[config.mk]
export PLATFORM = sky130hd
export DESIGN_NAME = fetch_unit_flat
export DESIGN_NICKNAME = d
export VERILOG_FILES = /design/src/rtl/cpu_pkg.sv /design/src/rtl/fetch_unit_if.sv /design/src/rtl/fetch_fifo.sv /design/src/rtl/fetch_unit.sv /design/src/flat_wrapper.sv
export SDC_FILE = /design/constraint.sdc
export NUM_CORES = 1
export LEC_CHECK = 0
export ABC_AREA = 1
export BUFFER_PORTS_ARGS = -buffer_cell sky130_fd_sc_hd__buf_2
export CORE_MARGIN = 5
export CORE_UTILIZATION = 51
export CTS_CLUSTER_SIZE = 8
export DETAILED_ROUTE_END_ITERATION = 6
export PLACE_DENSITY = 0.74
export SKIP_CTS_REPAIR_TIMING = 1
export SYNTH_ARGS = -nofsm -noshare
export SYNTH_HDL_FRONTEND = slang
export SYNTH_SLANG_ARGS = --single-unit
[constraint.sdc]
create_clock -name clk -period 4.95 [get_ports clk]
set_input_delay 0.495 -clock clk [delete_from_list [all_inputs] [get_ports clk]]
set_output_delay 0.495 -clock clk [all_outputs]
set_load 0.005 [all_outputs]
[src/rtl/cpu_pkg.sv]
// Shared core types: XLEN, instruction size and the {pc, ins} fetch queue entry.
// Pure declarations, no latency or flow control of its own.
package cpu_pkg;
  localparam int XLEN      = 32;
  localparam int INS_BYTES = 4;

  typedef struct packed {
    logic [XLEN-1:0] pc;
    logic [XLEN-1:0] ins;
  } fetch_entry_t;

  function automatic logic [XLEN-1:0] pc_next(input logic [XLEN-1:0] pc);
    return pc + XLEN'(INS_BYTES);
  endfunction
endpackage

[src/rtl/fetch_unit_if.sv]
// Fetch unit bus: cache instruction port, exe redirect/clear, and the valid/ready output.
// The master side is the fetch unit; the slave side is the cache/exe/decode environment.
interface fetch_unit_if;
  import cpu_pkg::*;

  logic [XLEN-1:0] ins_addr;
  logic [XLEN-1:0] ins;
  logic            jmp_en;
  logic [XLEN-1:0] jmp_addr;
  logic            clr;
  logic            out_valid;
  logic            out_ready;
  logic [XLEN-1:0] out_ins;
  logic [XLEN-1:0] out_pc;

  modport master (
    output ins_addr, out_valid, out_ins, out_pc,
    input  ins, jmp_en, jmp_addr, clr, out_ready
  );

  modport slave (
    input  ins_addr, out_valid, out_ins, out_pc,
    output ins, jmp_en, jmp_addr, clr, out_ready
  );
endinterface

[src/rtl/fetch_fifo.sv]
// Fetch queue of {pc, ins}; head visible combinationally, push/pop same cycle, flush clears.
// No internal backpressure: the caller must never push when full or pop when empty.
module fetch_fifo
  import cpu_pkg::*;
#(
  parameter int DEPTH = 2
) (
  input  logic                   clk,
  input  logic                   rst,
  input  logic                   i_push,
  input  fetch_entry_t           i_push_dat,
  input  logic                   i_pop,
  input  logic                   i_flush,
  output logic [$clog2(DEPTH):0] o_count,
  output fetch_entry_t           o_head
);
  localparam int AW = $clog2(DEPTH);

  fetch_entry_t  r_mem [DEPTH];
  logic [AW-1:0] r_rd;
  logic [AW-1:0] r_wr;
  logic [AW:0]   r_count;

  always_ff @(posedge clk) begin
    if (i_push && !i_flush) begin
      r_mem[r_wr] <= i_push_dat;
    end
  end

  // DEPTH is a power of two, so pointers wrap without compare logic.
  always_ff @(posedge clk or posedge rst) begin
    if (rst) begin
      r_rd    <= '0;
      r_wr    <= '0;
      r_count <= '0;
    end else if (i_flush) begin
      r_rd    <= '0;
      r_wr    <= '0;
      r_count <= '0;
    end else begin
      if (i_push) r_wr <= r_wr + AW'(1);
      if (i_pop)  r_rd <= r_rd + AW'(1);
      r_count <= r_count + (AW+1)'(i_push) - (AW+1)'(i_pop);
    end
  end

  assign o_count = r_count;
  assign o_head  = r_mem[r_rd];
endmodule

[src/rtl/fetch_unit.sv]
// Fetch front end: issues one fetch per cycle, 2-cycle fetch-to-output, 2 bubbles after a flush.
// Issue stalls whenever queued plus in-flight entries would exceed DEPTH, so responses never drop.
module fetch_unit
  import cpu_pkg::*;
#(
  parameter logic [XLEN-1:0] RESET_PC = 32'h0000_0000,
  parameter int              DEPTH    = 2
) (
  input  logic          clk,
  input  logic          rst,
  fetch_unit_if.master  bus
);
  localparam int CW = $clog2(DEPTH) + 1;

  logic [XLEN-1:0] r_pc;
  logic [XLEN-1:0] r_commit_pc;
  logic            r_inflight;
  logic [XLEN-1:0] r_inflight_pc;
  fetch_entry_t    r_hold;

  logic [CW-1:0]   w_count;
  fetch_entry_t    w_head;
  fetch_entry_t    w_push_dat;
  logic            w_out_valid;
  logic            w_pop;
  logic            w_push;
  logic            w_flush;
  logic            w_issue;
  logic [XLEN-1:0] w_commit_next;
  logic [XLEN-1:0] w_jmp_tgt;

  assign w_out_valid   = (w_count != '0);
  assign w_pop         = w_out_valid && bus.out_ready;
  assign w_flush       = bus.jmp_en || bus.clr;
  assign w_push        = r_inflight && !w_flush;
  assign w_push_dat    = '{pc: r_inflight_pc, ins: bus.ins};
  assign w_commit_next = w_pop ? pc_next(r_commit_pc) : r_commit_pc;
  assign w_jmp_tgt     = bus.jmp_addr & ~XLEN'(INS_BYTES - 1);
  assign w_issue       = !w_flush &&
                         ((w_count + CW'(r_inflight) - CW'(w_pop)) < CW'(DEPTH));

  fetch_fifo #(.DEPTH(DEPTH)) u_fifo (
    .clk        (clk),
    .rst        (rst),
    .i_push     (w_push),
    .i_push_dat (w_push_dat),
    .i_pop      (w_pop),
    .i_flush    (w_flush),
    .o_count    (w_count),
    .o_head     (w_head)
  );

  // A pop coinciding with a flush still retires: commit_pc advances before any replay.
  always_ff @(posedge clk or posedge rst) begin
    if (rst) begin
      r_pc          <= RESET_PC;
      r_commit_pc   <= RESET_PC;
      r_inflight    <= 1'b0;
      r_inflight_pc <= '0;
      r_hold        <= '0;
    end else begin
      if (bus.jmp_en) begin
        r_pc        <= w_jmp_tgt;
        r_commit_pc <= w_jmp_tgt;
        r_inflight  <= 1'b0;
      end else if (bus.clr) begin
        r_pc        <= w_commit_next;
        r_commit_pc <= w_commit_next;
        r_inflight  <= 1'b0;
      end else begin
        r_commit_pc <= w_commit_next;
        r_inflight  <= w_issue;
        if (w_issue) begin
          r_inflight_pc <= r_pc;
          r_pc          <= pc_next(r_pc);
        end
      end
      if (w_out_valid) r_hold <= w_head;
    end
  end

  assign bus.ins_addr  = r_pc;
  assign bus.out_valid = w_out_valid;
  assign bus.out_ins   = w_out_valid ? w_head.ins : r_hold.ins;
  assign bus.out_pc    = w_out_valid ? w_head.pc  : r_hold.pc;
endmodule

[src/flat_wrapper.sv]
// flat-port wrapper written by rule: the top's interface ports become plain ports
module fetch_unit_flat import cpu_pkg::*;
#(
  parameter logic [XLEN-1:0] RESET_PC = 32'h0000_0000,
  parameter int              DEPTH    = 2
)
  (clk, rst, bus_ins_addr, bus_out_valid, bus_out_ins, bus_out_pc, bus_ins, bus_jmp_en, bus_jmp_addr, bus_clr, bus_out_ready);
  fetch_unit_if bus_i ();
  input  logic clk;
  input  logic rst;
  output wire logic [$bits(bus_i.ins_addr)-1:0] bus_ins_addr;
  output wire logic [$bits(bus_i.out_valid)-1:0] bus_out_valid;
  output wire logic [$bits(bus_i.out_ins)-1:0] bus_out_ins;
  output wire logic [$bits(bus_i.out_pc)-1:0] bus_out_pc;
  input wire logic [$bits(bus_i.ins)-1:0] bus_ins;
  input wire logic [$bits(bus_i.jmp_en)-1:0] bus_jmp_en;
  input wire logic [$bits(bus_i.jmp_addr)-1:0] bus_jmp_addr;
  input wire logic [$bits(bus_i.clr)-1:0] bus_clr;
  input wire logic [$bits(bus_i.out_ready)-1:0] bus_out_ready;
  assign bus_ins_addr = bus_i.ins_addr;
  assign bus_out_valid = bus_i.out_valid;
  assign bus_out_ins = bus_i.out_ins;
  assign bus_out_pc = bus_i.out_pc;
  assign bus_i.ins = bus_ins;
  assign bus_i.jmp_en = bus_jmp_en;
  assign bus_i.jmp_addr = bus_jmp_addr;
  assign bus_i.clr = bus_clr;
  assign bus_i.out_ready = bus_out_ready;
  fetch_unit #(.RESET_PC(RESET_PC), .DEPTH(DEPTH)) u_core (.clk(clk), .rst(rst), .bus(bus_i));
endmodule
# Word level (Yosys, flattened, before mapping)
# Memories as Yosys holds them, arrays and structs flattened.
# Index checks and enable logic that the tools add are counted.
dict set report totals {
  inputBits 69
  memories 1
  ram_bits 128
  output_inout_bits 97
  word_cells 48
  reg_bits 165
}
# name depth width read_ports rd_clocked_by_memory_dff wr line_no
set mem_list {}
lappend mem_list {u_core.u_fifo.r_mem 2 64 1 0 1 fetch_fifo.sv:19} ;# fetch_entry_t r_mem [DEPTH];
dict set report classes {
  n_bitwise 2
  add_sub_neg 8
  reduce_logical 11
  muxes 16
  magnitude_cmp 1
}
# operator n
set op_table {}
lappend op_table {{two-way mux 32 bit} 7}
lappend op_table {{adder 32 x 3 -> 32 bit (second input constant)} 2}
lappend op_table {{two-way mux 1 bit} 8}
lappend op_table {{nonzero test 2 bit} 3}
lappend op_table {{adder 2 x 1 -> 2 bit} 2}
lappend op_table {{logical AND 1 bit} 4}
lappend op_table {{subtractor 2 x 1 -> 2 bit} 2}
lappend op_table {{AND reduction 3 bit} 1}
lappend op_table {{nonzero test 3 bit} 1}
lappend op_table {{adder 1 bit (second input constant)} 2}
lappend op_table {{less-than comparator 2 bit (second input constant)} 1}
lappend op_table {{two-way mux 2 bit} 1}
lappend op_table {{NOT 1 bit} 2}
lappend op_table {{zero test 1 bit} 1}
lappend op_table {{logical OR 1 bit} 1}

# Depth between registers and ports, before layout
# Gate-level depths: netlist of run 1.
dict set report logic_depth {
  depth_word 8
  mapped_depth 13
  ltp_nobuf 13
}

# Modules after synthesis
# From an unflattened synthesis of run 1, not the netlist that was laid out.
dict set report hier_totals {
  hier_cells 1316
  hier_area_um2 13162.6
}
# mod seq_area_each_um2 area_each_um2 n_inst cells_each
set modules_own_cells {}
lappend modules_own_cells {fetch_unit 3928.8 8172.8 1 1089}
lappend modules_own_cells {fetch_fifo 3943.8 4989.8 1 227}

# Least setup slack after synthesis of run 1
# No wires, ideal clock.
dict set report synth_timing {
  path_type {input port to flip-flop}
  from {input port bus_jmp_en}
  to {memory u_core.u_fifo.r_mem[0][0] (netlist name), enable pin}
  t_arrival_ns 3.925
  setup_time_ns 0.484
  slack_ns 0.541
  path_stages 6
  path_buffers 1
  t_required_ns 4.466
  path_cell_list {buf_2 > nor2_2 > inv_1 > nor2_1 > inv_1 > nor2_1}
}
dict set report synth_between {
  elab_chain_cells 6
}
# item line_no
set synth_lines {}
lappend synth_lines {{start: declaration} flat_wrapper.sv:16} ;# input wire logic [$bits(bus_i.jmp_en)-1:0] bus_jmp_en;
lappend synth_lines {{logical OR 1 bit (*)} fetch_unit.sv:34} ;# assign w_flush = bus.jmp_en || bus.clr;
lappend synth_lines {{zero test 1 bit (*)} {fetch_fifo.sv:25, fetch_unit.sv:35}}
lappend synth_lines {{logical AND 1 bit} fetch_unit.sv:35} ;# assign w_push = r_inflight && !w_flush;
lappend synth_lines {{logical AND 1 bit (*)} fetch_fifo.sv:25} ;# if (i_push && !i_flush) begin
lappend synth_lines {{two-way mux 1 bit (*)} fetch_fifo.sv:25}
lappend synth_lines {{two-way mux 1 bit (not written as such) (*)} fetch_fifo.sv:26} ;# r_mem[r_wr] <= i_push_dat;
lappend synth_lines {{end: declaration} fetch_fifo.sv:19}
# Every way passes the cells marked *; elsewhere a longest branch is shown, timed or not.

# Worst setup path after layout of run 1
dict set report layout_timing {
  from {register u_core.u_fifo.r_rd}
  to {output port bus_out_pc[20]}
}
dict set report layout_between {
  elab_chain_cells 2
}
# item line_no
set layout_lines {}
lappend layout_lines {{start: declaration} fetch_fifo.sv:20} ;# logic [AW-1:0] r_rd;
lappend layout_lines {{start signal: assignment} fetch_fifo.sv:42} ;# if (i_pop) r_rd <= r_rd + AW'(1);
lappend layout_lines {{memory (2 x 64 bit)} -}
lappend layout_lines {{two-way mux 32 bit} fetch_unit.sv:85} ;# assign bus.out_pc = w_out_valid ? w_head.pc : r_hold.pc;
lappend layout_lines {{end: declaration} flat_wrapper.sv:14} ;# output wire logic [$bits(bus_i.out_pc)-1:0] bus_out_pc;
# No other way between the ends.

==> impl_metrics.yaml, run 1 <==
sta:
  clock_skew_ns: 0.0109
  fmax_ghz: 0.342
  rsz0062_at_grt: "false"
  worst_slack_ns: 2.02
  finalCritPeriodShare: 0.591
  finalSetupTns_ns: 0
  period_needed_ns: 2.93
  setup_violations: 0
  final_max_slew_viol_count: 0
  slew_headroom: 0.404
  worstMarginPinSlew_ns: 0.894
  report.final.hold_viol_count: 0
setup_path:
  r2r_slack_ns: 2.56
  worstPathRequired_ns: 4.45
  crit_buf_inv: 3
  cp_max_fo: 43
  crit_type: "reg -> out"
  crit_path_cell_trace: "inv_2, buf_4, nand2_1, a21oi_1, buf_2"
  cpMaxStageDelayCell: "buf_4"
  reg2reg_to: "u_core.bus.ins_addr[18]$_DFFE_PP0P_"
  cp-start-kind: "flop"
  reg2regPathDepth: 11
  crit_arrival_ns: 2.43
  cp-end-kind: "output port"
  critPathMaxStageDelay_ns: 0.50
  path_delay_family: "buffers and inverters"
  r2r-start: "u_core.bus.ins_addr[2]$_DFFE_PP0P_"
clock_network:
  cts_root_buf: "clkbuf_16"
  cts_tree: "done"
  clockBufferDepth: 3
  clk_pin_slew_ns: 0.05
  cts_sinks: 286
  clock_latency_ns: 0.51
  htree_num_levels: 2
  cts_buffers: 41
layout:
  syn_to_final_growth_pct: 17.7
  nets: 1601
  post_route_cells_drive_above_1_share: 0.155
  antennaDiodeCount: 0
  fillers: 2040
synthesis:
  syn_nets: 1440
  ys_warn_count: 0
  postSynthCellCount: 1368
  syn_avg_cell_area_um2: 9.23
  synthFlopType: "dfrtp_1"
  ys_seq_elements: 286
  async_flop_share: 0.559
  yosysSeqAreaShare: 0.617
  synth.distinct_cells: 40
  synth_edf_count: 126
  synth_area_um2: 12600
flow_run:
  max_cap_viol_count: 0
power:
  p_per_area_nw_per_um2: 425
  leakagePower_nw: 6.74
  vdd_drop_max_mv: 0.230
  finalPower_mw: 6.32
die:
  core_area_um2: 24300
  std_cell_rows: 57
  die_y_um: 167
  initial_core_util: 0.519
  die_w_um: 167
  ios: 166
  dieArea_um2: 28000
route:
  drc_errors: 0
  wl_um: 32900
  wl_per_cell_um: 17.5
  antenna_left: 0
  vias: 10000
  drtPass1Iterations: 5
  viasPerCell: 5.32
  first_iter_violations: 982
min_path:
  hold_path.class: "in -> async"
global_routing:
  grt_overflow_total: 0
  grt_pass1_vias: 9623
  antenna_found_initial: 0
  grt_pass1_wl_um: 52100
  grt_max_degree: 95
  track_usage: 0.230
placement:
  hpwlAfterDp_um: 21300
  port_buffers: 163
  place_ws_ns: 2.41
  routabilityCongestion: 0.892
status:
  status: "finished, final reports clean"
worst max-delay path by stage:
stage	start	to	cells past startpoint
after floorplan	rst	u_core.bus.ins_addr[0]$_DFFE_PP0P_	1
after global placement	bus_out_ready	u_core.bus.ins_addr[29]$_DFFE_PP0P_	10
after detailed placement	bus_out_ready	u_core.bus.ins_addr[8]$_DFFE_PP0P_	9
after CTS	u_core.u_fifo.r_rd$_DFFE_PP0P_	bus_out_pc[20]	5
after global routing	u_core.u_fifo.o_count[0]$_DFF_PP0_	bus_out_pc[20]	6
final	u_core.u_fifo.r_rd$_DFFE_PP0P_	bus_out_pc[20]	5
cell type report:
cell class | instances | area (um2) | share of cell area
tap | 324 | 405 | 0.0273
multi-input combinational | 900 | 4120 | 0.277
sequential | 286 | 7790 | 0.524
timing repair buffer | 173 | 916 | 0.0616
clock inverter | 2 | 17.5 | 0.00118
inverter | 127 | 482 | 0.0324
clock buffer | 69 | 1130 | 0.0761
state kept, by name (all words and copies together) (netlist names):
| name | flops |
|---|---|
| u_core.bus.ins_addr | 31 |
| u_core.r_commit_pc | 30 |
| u_core.r_hold | 63 |
| u_core.r_inflight | 1 |
| u_core.r_inflight_pc | 31 |
| u_core.u_fifo.o_count | 2 |
| u_core.u_fifo.r_mem | 126 |
| u_core.u_fifo.r_rd | 1 |
| u_core.u_fifo.r_wr | 1 |
Yosys cell counts (all sizes together), types with 3 or more instances:
| cell type | n | share of area |
|---|---|---|
| nor3 | 11 | 0.0044 |
| nand3b | 3 | 0.0018 |
| clkbuf | 38 | 0.011 |
| dfrtp | 160 | 0.32 |
| o211ai | 3 | 0.0018 |
| a22oi | 3 | 0.0018 |
| buf | 17 | 0.0090 |
| nand4 | 20 | 0.0099 |
| edfxtp | 126 | 0.30 |
| inv | 126 | 0.037 |
| o21bai | 5 | 0.0030 |
| ha | 3 | 0.0030 |
| o21ai | 89 | 0.037 |
| xor2 | 8 | 0.0055 |
| a21oi | 150 | 0.059 |
| xnor2 | 6 | 0.0042 |
| o22ai | 3 | 0.0015 |
| nand3 | 83 | 0.034 |
| nor2 | 159 | 0.049 |
| nand2 | 348 | 0.11 |
per-layer routing:
layer / track usage / vias to the layer above / share of wire
li1: - / 4846 / -
met5: 0 / - / 0
met3: 0.0391 / 64 / 0.068
met2: 0.375 / 388 / 0.48
met4: 0.0727 / 0 / 0.030
met1: 0.319 / 4708 / 0.42
through the flow:
step / std cells / hold slack [ns] / cell area (um2) / util
floorplan: 1368 / 0.442 / 12600 / -
global placement: 1810 / 0.450 / 13700 / 0.564
detailed placement: 1810 / 0.459 / 13700 / 0.564
CTS: 1881 / 0.153 / 14900 / 0.611
global route: 1881 / 0.158 / 14900 / 0.611
finish: 1881 / 0.170 / 14900 / 0.611
cell usage in the layout (no fill, tap or decap), types with 2 or more instances in the layout:
master / instances
a21oi_1: 150
a22oi_1: 3
buf_12: 2
buf_2: 163
buf_4: 8
clkbuf_1: 28
clkbuf_16: 41
dfrtp_1: 159
edfxtp_1: 126
ha_1: 3
inv_1: 121
inv_2: 4
inv_6: 3
nand2_1: 344
nand2_2: 2
nand2_4: 2
nand3_1: 81
nand3b_1: 3
nand4_1: 20
nor2_1: 152
nor2_2: 3
nor2_4: 4
nor3_1: 11
o211ai_1: 3
o21ai_0: 70
o21ai_1: 13
o21ai_2: 6
o21bai_1: 5
o22ai_1: 3
xnor2_1: 6
xor2_1: 8
power by group:
group          switching (mW)  total [mW]  internal, mW
Sequential              0.164        2.95          2.78
Combinational           0.521       0.860         0.339
Clock                   0.972        2.51          1.54
Total                    1.66        6.32          4.66
kinds of logic after synthesis:
family / share of synthesized area
adder cells (fa/ha/maj): 0.00297
buffers and inverters: 0.0581
AND/OR/NAND/NOR: 0.206
flip-flops: 0.617
XOR/XNOR: 0.00971
AO/OA/AOI/OAI: 0.106
Note: power is estimated with default switching activity, not from simulation.
==> run 2: changes to the inputs <==
--- a/config.mk
+++ b/config.mk
@@ -5,13 +5,13 @@
 export SDC_FILE = /design/constraint.sdc
 export NUM_CORES = 1
 export LEC_CHECK = 0
-export ABC_AREA = 1
+export ABC_AREA = 0
 export BUFFER_PORTS_ARGS = -buffer_cell sky130_fd_sc_hd__buf_2
 export CORE_MARGIN = 5
 export CORE_UTILIZATION = 51
 export CTS_CLUSTER_SIZE = 8
 export DETAILED_ROUTE_END_ITERATION = 6
-export PLACE_DENSITY = 0.74
+export PLACE_DENSITY = 0.71
 export SKIP_CTS_REPAIR_TIMING = 1
 export SYNTH_ARGS = -nofsm -noshare
 export SYNTH_HDL_FRONTEND = slang
==> constraint.sdc (replaced) <==
create_clock -name clk -period 3 [get_ports clk]
set_input_delay 0.3 -clock clk [delete_from_list [all_inputs] [get_ports clk]]
set_output_delay 0.3 -clock clk [all_outputs]
set_load 0.005 [all_outputs]
==> run 2 against run 1 <==
  * Total power is 60% higher
  * Sequential power is 64% higher
  * Global-route usage is 2.2 points lower
  * Largest cell class unchanged
==> impl_metrics.yaml, run 2 <==
clock_network:
  clk_pin_slew_ns: 0.05
  cts_root_buf: "clkbuf_16"
  cts_sinks: 286
  clock_latency_ns: 0.51
  clockBufferDepth: 3
  cts_tree: "done"
  htree_num_levels: 2
  cts_buffers: 41
setup_path:
  crit_type: "reg -> out"
  worstPathRequired_ns: 2.70
  cp-start-kind: "flop"
  cp-end-kind: "output port"
  cp_max_fo: 99
  crit_arrival_ns: 2.29
layout:
  top_register: "u_core.u_fifo.r_mem"
  fillers: 1728
  reg_top3: "u_core.u_fifo.r_mem x126, u_core.r_hold x63"
  utilization: 0.643
  fin_area_um2: 14600
  ff_latch_area_um2: 7790
  nets: 1190
  antennaDiodeCount: 0
  mostFrequentLayoutCells: "163 x buf_2, 159 x dfrtp_1, 126 x edfxtp_1"
  syn_to_final_growth_pct: 23.2
  post_route_cells_drive_above_1_share: 0.262
  largest_reg_flops: 126
  multi_input_comb_area_um2: 3890
  final_common_cell: "buf_2"
route:
  wl_per_cell_um: 18.8
  vias: 8046
  first_iter_violations: 567
  viasPerCell: 5.52
  drtPass1Iterations: 5
  antenna_left: 0
  wl_um: 27400
  drc_errors: 0
die:
  initial_core_util: 0.522
  core_area_um2: 22800
  die_w_um: 163
  die_y_um: 163
  std_cell_rows: 55
  ios: 166
  dieArea_um2: 26500
sta:
  fmax_ghz: 0.387
  period_needed_ns: 2.59
  report.final.hold_viol_count: 0
  clock_skew_ns: 0.0149
  worstMarginPinSlew_ns: 0.818
  final_max_slew_viol_count: 0
  finalSetupTns_ns: 0
  finalCritPeriodShare: 0.862
  rsz0062_at_grt: "false"
  whs_ns: 0.0391
  slew_headroom: 0.452
  setup_violations: 0
synthesis:
  synth_most_common_cell: "dfrtp_1"
  postSynthCellCount: 905
  ys_warn_count: 0
  synth_area_um2: 11900
  ys_seq_elements: 286
  synthFlopType: "dfrtp_1"
  syn_nets: 977
  syn_avg_cell_area_um2: 13.1
  synth_edf_count: 126
  yosysTopAreaCell: "dfrtp_1"
  ys_top_cells_by_count: "160 x dfrtp_1, 126 x edfxtp_1, 101 x nor2_1, 90 x a21oi_1, 69 x mux2i_1"
  synth_area_leaders: "dfrtp_1 34%, edfxtp_1 32%, mux2i_1 5.8%"
  synth_top_area_share: 0.337
  yosysSeqAreaShare: 0.655
  synth.distinct_cells: 61
  async_flop_share: 0.559
power:
  leakagePower_nw: 5.77
  vdd_drop_max_mv: 0.372
  finalPower_mw: 10.1
  p_per_area_nw_per_um2: 692
placement:
  routabilityCongestion: 0.898
  hpwlAfterDp_um: 17700
  placed_cell_area_um2: 13200
  port_buffers: 163
flow_run:
  max_cap_viol_count: 0
global_routing:
  use_met3: 0.0456
  grt_pass1_wl_um: 44000
  grt-busiest-layer: "met2"
  grt_overflow_total: 0
  grt_max_degree: 100
  met2_usage: 0.327
  track_usage: 0.208
  grt_pass1_vias: 8102
  grt_use_met1: 0.290
  antenna_found_initial: 1
status:
  status: "finished, final reports clean"
min_path:
  hold_path.class: "in -> reg"
run 2: cell families after synthesis:
kind of cell    synth area share
buf+inv                   0.0188
fa+ha+maj                0.00316
flops                      0.655
compound gates            0.0778
mux                        0.109
simple gates              0.0990
xor+xnor                  0.0368
run 2: final cells by class:
type | count | share of cell area
Inverter | 7 | 0.00205
Clock buffer | 68 | 0.0777
Tap cell | 313 | 0.0267
Clock inverter | 2 | 0.00120
Multi-Input combinational cell | 564 | 0.266
Timing Repair Buffer | 218 | 0.0947
Sequential cell | 286 | 0.532
run 2: per-stage QoR:
stage | setup slack (ns) | instances
5_1_grt | 0.190 | 1458
4_1_cts | 0.366 | 1425
3_5_place_dp | 0.700 | 1355
6_report | 0.414 | 1458
3_3_place_gp | 0.703 | 1355
2_1_floorplan | 0.621 | 905
run 2: critical path: stages (launching register included):
cell and delay, ns:
dfrtp_1 0.48, or2_4 0.40, buf_12 0.39, nor2_1 0.09, a21oi_1 0.21, buf_2 0.16
run 2: power by group:
part	leakage, nW	switching (mW)	internal [mW]
logic	2.17	0.625	0.564
registers	3.04	0.274	4.55
clock network	0.552	1.56	2.55
total	5.77	2.46	7.67
run 2: path summary, 6_finish.rpt:
path	slack, ns	to	cells after the start	startpoint
worst max-delay path	0.41	bus_out_pc[20]	5	u_core.u_fifo.o_count[1]$_DFF_PP0_
worst min-delay path	0.04	u_core.r_commit_pc[25]$_DFF_PP0_	2	bus_jmp_addr[25]
worst max register to register	0.60	u_core.bus.ins_addr[12]$_DFFE_PP0P_	7	u_core.r_commit_pc[2]$_DFF_PP0_
worst min register to register	0.46	u_core.u_fifo.r_mem[1][62]$_DFFE_PP_	0	u_core.r_inflight_pc[30]$_DFFE_PP0P_
max in group asynchronous	1.71	u_core.u_fifo.r_rd$_DFFE_PP0P_	4	rst
min in group asynchronous	0.45	u_core.r_commit_pc[13]$_DFF_PP0_	3	rst
run 2: metal layers:
metal	up-vias	routed length, um
li1	3758	-
met1	3920	12200
met2	304	12700
met3	62	1700
met4	2	765
met5	-	13
==> run 3: changes to the inputs <==
--- a/config.mk
+++ b/config.mk
@@ -8,10 +8,10 @@
 export ABC_AREA = 0
 export BUFFER_PORTS_ARGS = -buffer_cell sky130_fd_sc_hd__buf_2
 export CORE_MARGIN = 5
-export CORE_UTILIZATION = 51
+export CORE_UTILIZATION = 42
 export CTS_CLUSTER_SIZE = 8
 export DETAILED_ROUTE_END_ITERATION = 6
-export PLACE_DENSITY = 0.71
+export PLACE_DENSITY = 0.6
 export SKIP_CTS_REPAIR_TIMING = 1
 export SYNTH_ARGS = -nofsm -noshare
 export SYNTH_HDL_FRONTEND = slang
==> constraint.sdc (replaced) <==
create_clock -name clk -period 3 [get_ports clk]
set_input_delay 0.3 -clock clk [delete_from_list [all_inputs] [get_ports clk]]
set_output_delay 0.3 -clock clk [all_outputs]
set_load 0.05 [all_outputs]
==> run 3 against run 2 <==
  * Clock power about the same
  * Sequential share of layout area decreased by 0.35 points
  * Clock-buffer cell count increased by 1
  * Global-route usage decreased by 3.2 points
  * Highest routed layer is now met4
==> impl_metrics.yaml, run 3 (same netlist as run 2, synthesis figures left out) <==
clock_network:
  cts_buffers: 41
  cts_root_buf: "clkbuf_16"
  clockBufferDepth: 3
  clk_pin_slew_ns: 0.05
  cts_tree: "done"
  cts_sinks: 286
  clock_latency_ns: 0.51
  htree_num_levels: 2
sta:
  fmax_ghz: 0.362
  setup_violations: 0
  slew_headroom: 0.445
  report.final.hold_viol_count: 0
  period_needed_ns: 2.76
  finalCritPeriodShare: 0.920
  clock_skew_ns: 0.0125
  finalSetupTns_ns: 0
  final_max_slew_viol_count: 0
  whs_ns: 0.0352
  worstMarginPinSlew_ns: 0.833
  rsz0062_at_grt: "false"
power:
  p_per_area_nw_per_um2: 753
  vdd_drop_max_mv: 0.322
  finalPower_mw: 11.1
  leakagePower_nw: 5.77
route:
  wl_um: 28700
  first_iter_violations: 510
  antenna_left: 0
  vias: 7892
  drc_errors: 0
  viasPerCell: 5.18
  wl_per_cell_um: 18.9
  drtPass1Iterations: 4
setup_path:
  cp-start-kind: "flop"
  cp-end-kind: "output port"
  r2r-start: "u_core.u_fifo.o_count[1]$_DFF_PP0_"
  reg2reg_to: "u_core.bus.ins_addr[17]$_DFFE_PP0P_"
  cp_max_fo: 80
  reg2regPathDepth: 6
  endpoint: "bus_out_pc[18]"
  critPathMaxStageDelay_ns: 0.56
  cpMaxStageDelayCell: "dfrtp_1"
  crit_type: "reg -> out"
  startpoint: "u_core.u_fifo.o_count[1]$_DFF_PP0_"
  crit_arrival_ns: 2.46
  r2r_slack_ns: 0.58
  crit_path_cell_trace: "or2_4, buf_12, nor2_1, a21oi_1, buf_2"
  worstPathRequired_ns: 2.70
layout:
  ff_latch_area_um2: 7790
  mostFrequentLayoutCells: "163 x buf_2, 159 x dfrtp_1, 126 x edfxtp_1"
  multi_input_comb_area_um2: 3890
  top_register: "u_core.u_fifo.r_mem"
  fillers: 2422
  largest_reg_flops: 126
  antennaDiodeCount: 0
  final_cells: 1524
  reg_top3: "u_core.u_fifo.r_mem x126, u_core.r_hold x63"
  nets: 1190
  syn_to_final_growth_pct: 24.0
  post_route_cells_drive_above_1_share: 0.262
  final_common_cell: "buf_2"
die:
  core_area_um2: 27900
  initial_core_util: 0.427
  die_y_um: 178
  std_cell_rows: 61
  die_w_um: 178
  dieArea_um2: 31800
  ios: 166
global_routing:
  grt_overflow_total: 0
  grt_max_degree: 81
  grt_pass1_wl_um: 44300
  antenna_found_initial: 0
  track_usage: 0.176
  grt_pass1_vias: 7812
flow_run:
  max_cap_viol_count: 0
min_path:
  hold_path.class: "in -> reg"
placement:
  routabilityCongestion: 0.801
  hpwlAfterDp_um: 18500
  dp.cells: 1419
  port_buffers: 163
status:
  status: "finished, final reports clean"
[run 3: cell types whose count changed in the layout (fill, tap and decap cells not counted)]
| cell | delta |
|---|---|
| buf_4 | -2 |
| or2_2 | +1 |
| clkbuf_1 | +1 |
| buf_12 | +1 |
[run 3: how the worst min path moves through the flow]
| stage | startpoint | depth (start not counted) | slack (ns) | end |
|---|---|---|---|---|
| after floorplan | bus_ins[0] | 0 | 0.40 | u_core.u_fifo.r_mem[0][0]$_DFFE_PP_ |
| after global placement | rst | 2 | 0.29 | u_core.bus.ins_addr[5]$_DFFE_PP0P_ |
| after detailed placement | rst | 2 | 0.29 | u_core.r_commit_pc[8]$_DFF_PP0_ |
| after CTS | rst | 2 | -0.25 | u_core.r_commit_pc[6]$_DFF_PP0_ |
| after global routing | bus_jmp_addr[13] | 2 | 0.04 | u_core.r_commit_pc[13]$_DFF_PP0_ |
| final | bus_jmp_addr[16] | 3 | 0.04 | u_core.bus.ins_addr[16]$_DFFE_PP0P_ |
[run 3: power breakdown]
| group | leakage, nW | internal (mW) | switching [mW] |
|---|---|---|---|
| clock network | 0.553 | 2.56 | 1.57 |
| logic | 2.17 | 0.574 | 1.56 |
| registers | 3.04 | 4.55 | 0.276 |
[run 3: per-stage QoR]
step                utilization  setup WS [ns]  area [um2]
CTS                       0.517          0.113       14400
floorplan                     -          0.158       11900
finish                    0.529          0.240       14700
global placement          0.475          0.677       13200
detailed placement        0.475          0.665       13200
global route              0.529         0.0578       14700
[run 3: layout make-up]
| type | count | share of cell area |
|---|---|---|
| clock inverter | 2 | 0.00119 |
| clock buffer | 69 | 0.0774 |
| multi-input combinational | 565 | 0.264 |
| timing repair buffer | 217 | 0.0944 |
| tap | 378 | 0.0321 |
| inverter | 7 | 0.00204 |
| sequential | 286 | 0.529 |
[run 3: metal layers]
layer  vias up  routed length (um)  GRT usage
met5         -                   0          0
met4         0                 571     0.0419
met3        45                1710     0.0343
li1       3760                   -          -
met2       260               13500      0.284
met1      3827               13000      0.249
[run 3: worst max-delay path, delay by kind of cell, from the launching register on]
| family | cells | cell delay [ns] |
|---|---|---|
| AOI/OAI and AO/OA | 1 | 0.20 |
| buffers and inverters | 2 | 0.64 |
| and+or+nand+nor | 2 | 0.49 |
| DFF | 1 | 0.56 |
